===== config.mk =====
export PLATFORM = sky130hd
export DESIGN_NAME = shift_seq_ctrl
export DESIGN_NICKNAME = d
export VERILOG_FILES = /design/src/rtl/shift_seq_ctrl.sv
export SDC_FILE = /design/constraint.sdc
export NUM_CORES = 1
export LEC_CHECK = 0
export CAP_MARGIN = 20
export CORE_MARGIN = 2
export CORE_UTILIZATION = 32
export CTS_BUF_LIST = sky130_fd_sc_hd__clkbuf_8
export DETAILED_ROUTE_END_ITERATION = 8
export DONT_BUFFER_PORTS = 1
export HOLD_SLACK_MARGIN = 0.03
export PLACE_DENSITY_LB_ADDON = 0.15
export SLEW_MARGIN = 20
export SYNTH_ARGS = -nofsm -noshare
export SYNTH_HDL_FRONTEND = slang
export SYNTH_SLANG_ARGS = --single-unit

===== constraint.sdc =====
create_clock -name CLK -period 2.5 [get_ports CLK]
set_input_delay 0.25 -clock CLK [delete_from_list [all_inputs] [get_ports CLK]]
set_output_delay 0.25 -clock CLK [all_outputs]
set_load 0.05 [all_outputs]

===== src/rtl/shift_seq_ctrl.sv =====
// Sequencer for a 4-bit universal shift register: load, then rotate N steps.
// Keeps a shadow copy of the register contents for readback.
module shift_seq_ctrl #(
  parameter int unsigned PRESCALE = 1
) (
  input  logic       CLK,
  input  logic       RST,
  input  logic       start,
  input  logic       dir,
  input  logic [3:0] cnt,
  input  logic [3:0] data,
  input  logic       hiz,
  output logic [1:0] S,
  output logic [3:0] D,
  output logic       OE,
  output logic       busy,
  output logic       done,
  output logic [3:0] QM,
  output logic       qm_valid
);

  typedef enum logic [1:0] {
    IDLE,
    LOAD,
    SHIFT,
    DONE
  } state_t;

  localparam logic [3:0] PMAX = 4'(PRESCALE - 1);

  localparam logic [1:0] S_HOLD = 2'b00;
  localparam logic [1:0] S_ROTL = 2'b01;
  localparam logic [1:0] S_ROTR = 2'b10;
  localparam logic [1:0] S_LOAD = 2'b11;

  state_t     state, state_n;
  logic [3:0] rem, rem_n;
  logic       dir_r, dir_r_n;
  logic [3:0] data_r, data_r_n;
  logic [3:0] pcnt, pcnt_n;
  logic [1:0] s_n;
  logic [3:0] d_n;
  logic       oe_n;
  logic       busy_n;
  logic       done_n;
  logic [3:0] qm_n;
  logic       qv_n;
  logic [1:0] rot;
  logic [3:0] pcnt_inc;
  logic       step;

  assign rot      = dir_r ? S_ROTR : S_ROTL;
  assign pcnt_inc = pcnt + 4'd1;
  assign step     = (pcnt == PMAX);

  // Outputs are computed for the cycle being entered, then registered,
  // so S/D line up with the state they belong to.
  always_comb begin
    state_n  = state;
    rem_n    = rem;
    dir_r_n  = dir_r;
    data_r_n = data_r;
    pcnt_n   = pcnt;
    s_n      = S_HOLD;
    d_n      = D;
    oe_n     = 1'b0;
    done_n   = 1'b0;
    qm_n     = QM;
    qv_n     = qm_valid;
    if (hiz) begin
      state_n = IDLE;
      rem_n   = 4'd0;
      pcnt_n  = 4'd0;
      qv_n    = 1'b0;
      oe_n    = 1'b1;
    end else begin
      unique case (state)
        IDLE: begin
          if (start) begin
            dir_r_n  = dir;
            rem_n    = cnt;
            data_r_n = data;
            d_n      = data;
            s_n      = S_LOAD;
            state_n  = LOAD;
          end
        end
        LOAD: begin
          qm_n   = data_r;
          qv_n   = 1'b1;
          pcnt_n = 4'd0;
          if (rem == 4'd0) begin
            state_n = DONE;
            done_n  = 1'b1;
          end else begin
            state_n = SHIFT;
            s_n     = (PMAX == 4'd0) ? rot : S_HOLD;
          end
        end
        SHIFT: begin
          if (step) begin
            pcnt_n = 4'd0;
            qm_n   = dir_r ? {QM[0], QM[3:1]}
                           : {QM[2:0], QM[3]};
            if (rem != 4'd0) begin
              rem_n = rem - 4'd1;
            end
            if (rem <= 4'd1) begin
              state_n = DONE;
              done_n  = 1'b1;
            end else begin
              s_n = (PMAX == 4'd0) ? rot : S_HOLD;
            end
          end else begin
            pcnt_n = pcnt_inc;
            s_n    = (pcnt_inc == PMAX) ? rot : S_HOLD;
          end
        end
        DONE: begin
          state_n = IDLE;
        end
      endcase
    end
    busy_n = (state_n != IDLE);
  end

  always_ff @(posedge CLK or posedge RST) begin
    if (RST) begin
      state    <= IDLE;
      rem      <= 4'd0;
      dir_r    <= 1'b0;
      data_r   <= 4'd0;
      pcnt     <= 4'd0;
      S        <= S_HOLD;
      D        <= 4'd0;
      OE       <= 1'b1;
      busy     <= 1'b0;
      done     <= 1'b0;
      QM       <= 4'd0;
      qm_valid <= 1'b0;
    end else begin
      state    <= state_n;
      rem      <= rem_n;
      dir_r    <= dir_r_n;
      data_r   <= data_r_n;
      pcnt     <= pcnt_n;
      S        <= s_n;
      D        <= d_n;
      OE       <= oe_n;
      busy     <= busy_n;
      done     <= done_n;
      QM       <= qm_n;
      qm_valid <= qv_n;
    end
  end

endmodule


==> impl_results.md <==
* Run status: complete, no violations
* Highest-delay cell along the critical path: ha_1
* Vias at between 1k and 1.5k
* Final hold slack at approximately 0.073 ns
* CTS H-tree lvls at 1
* Setup ws final at roughly 0.34 ns
* Site row count at 24
* Fill cells at ~450
* Final hold violation count at 0
* Worst Setup SP: state[0]
* Die area at 5136 sq um
* Layout overhead on the synthesized area at 8.967%
* First-pass GRT wire length at 5589 um
* Hold buffer count at cts at 2
* EDFF count, synth at 0
* Area occupied by multi-input gates at 765.7 sq um
* Peak VDD IR at 0.7044 mV
* Initial core utilization at 33.42%
* DR vias/cell at 5.390
* Leading cell type in the layout, fill and taps excluded: dfrtp_1
* Number of global-route vias before repair at 1112
* Initial antenna violation count at 0
* CTS clk-pin slew, worst paths at approximately 0.10 ns
* Die width at 71.67 um
* WP data arrival at 2.31 ns
* Leak pwr at 0.6891 nW
* First-pass detailed-route iteration total at 4
* Crit share post-route at ~86%
* Port Buffers at 0
* Share of layout cells above drive strength 1 at between 10% and 20%
* Final Util at 36.42%
* Number of clock sinks at 25
* GR Overflow Total at 0
* Post-synth top area share at 40.99%
* CP Class: flip-flop to flip-flop
* Largest net degree at the start of global routing at 26
* Final GP Congestion at 0.8136
* Gr usage total at 13.83%
* Synth Flop Type: dfrtp_1
* Cts bufs inserted at 3
* Fraction of registers with async set/reset at 100.0%
* Final setup viols at 0
* Library cells used by synthesis at 38
* Core box area at 4384 sq um
* CP Cell Sequence: inv_1, ha_1, buf_4, mux2i_1, nor2_1, mux2_2
* Critical path endpoint category: flip-flop
* Most frequent cells in the layout: dfrtp_1, nor2_1, a21oi_1, inv_1, ha_1
* Final WL at between 3000 and 4000 um
* # Max-Cap Violations at 0
* Worst-skew pair later-pin latency at around 0.27 ns
* Post-detailed-route count of antenna-violating nets at 0
* RSZ-0062 raised after global routing: false
* Ant. Diodes at 0
* Nets@finish at 172
* Critical Path Start Type: flip-flop
* Synth area leaders: dfrtp_1, ha_1, mux2_2, nor2_1, mux2i_1
* Critical-path maximum fanout at 12
* Worst-Margin Slew at 0.9445 ns
* Post-CTS Setup Inserts at 0
* Setup tns final at 0 ns
* Number of synthesis warnings at 0
* Cells after Synth at 144
* CTS tree: done
* Post-synth top area cell: dfrtp_1
* Max Fclk at between 0.4 and 0.5 GHz
* Syn avg cell area at ~10 sq um
* Slowest stage delay, CP at 0.47 ns
* Dpl ws at 0.3916 ns
* Netlist Area Pre-Place at 1465 sq um
* Power density cells at 1348 nW/um^2
* FF/Latch Area at ~630 sq um
* Worst min path class: input pin to async pin
* Synth Register Bits at 25
* Clk root buf: clkbuf_8
* CP required at 2.66 ns
* Hpwl dp at 2390 um
* Min Tclk post-route at 2.156 ns
* # DRC at 0
* Die Ht at 71.67 um
* Syn_nets at between 150 and 200
* RR Startpoint: state[0]
* Number of I/O pins at 27
* Layout Skew at 0.006466 ns
* DRT iter0 DRCs at 45
* Drt wl/cell at 16.64 um
* Part of the Yosys area used for sequential elements at 42.78%
* Max Slew Vio Count at 0
* Clock tree buffer depth at 2
* Post-cts resize count at 0
* Rel. slew slack at 36.97%
## worst paths after layout
kind / end / slack, ns / cells after the start
setup / recovery: QM[3] / 0.34 / 6
setup reg to reg: QM[3] / 0.34 / 6
hold reg to reg: rem[1] / 0.60 / 2
hold / removal: busy / 0.07 / 1
max in group asynchronous: S[0] / 1.85 / 1
min in group CLK: data_r[3] / 0.12 / 1
## Yosys cell counts, types with 2 or more instances
library cell,n
a211oi_1,2
a31oi_1,2
mux2i_1,7
dfrtp_1,24
o21ai_0,3
ha_1,10
a311o_1,2
a41oi_1,2
inv_1,11
clkbuf_1,2
mux2_2,9
nor3_1,5
nor2_1,19
nand3_1,5
nor3b_1,2
nand2_1,5
o32a_1,3
a21oi_1,11
## cells by family (layout without fill, tap and decap cells)
family                   Yosys count  after routing  synth area share [%]
AND/OR/NAND/NOR                   45             45                 15.71
buffers and inverters             17             21                 4.952
multiplexers                      16             16                 11.70
adder cells (fa/ha/maj)           10             10                 8.540
XOR/XNOR                           1              1                0.5979
flip-flops                        25             25                 42.78
AO/OA/AOI/OAI                     30             30                 15.71
## report_power, final
part           leakage [nW]  switching [W]  total [W]  internal, W
Sequential            0.317       0.000512    0.00106     0.000548
Combinational         0.350       0.000462   0.000845     0.000383
Clock                0.0217       0.000136   0.000249     0.000113
Total                 0.689        0.00111    0.00215      0.00104
## area by class of cell
cell class | instances | share of cell area (%)
Multi-Input combinational cell | 102 | 47.96
Sequential cell | 25 | 39.26
Tap cell | 52 | 4.075
Timing Repair Buffer | 5 | 2.821
Inverter | 12 | 2.821
Clock buffer | 3 | 2.586
Clock inverter | 1 | 0.4702
## per-layer routing
metal | track usage [%] | wire, um
met5 | 0 | 0
met4 | 3.564 | 13
met3 | 2.813 | 110
met2 | 21.19 | 1555
met1 | 19.95 | 1647
## registers in the layout, indices dropped and copies added (netlist names)
register	count
dir_r	1
rem	4
S	2
busy	1
done	1
pcnt	4
data_r	4
QM	4
state	2
qm_valid	1
OE	1
## metrics by stage
step	cells	cell area, sq um	total power (W)
after floorplan	144	1465	0.001701
after global placement	193	1518	0.001890
after detailed placement	193	1518	0.001903
after CTS	199	1587	0.002165
after global routing	200	1597	0.002307
final	200	1597	0.002153
## critical path, delay by kind of cell, from the launching register on
family        cells  cell delay, ns
flops             1            0.44
fa+ha+maj         1            0.47
mux               2            0.47
buf+inv           2            0.38
simple gates      1            0.28
Note: power is estimated with default switching activity, not from simulation.
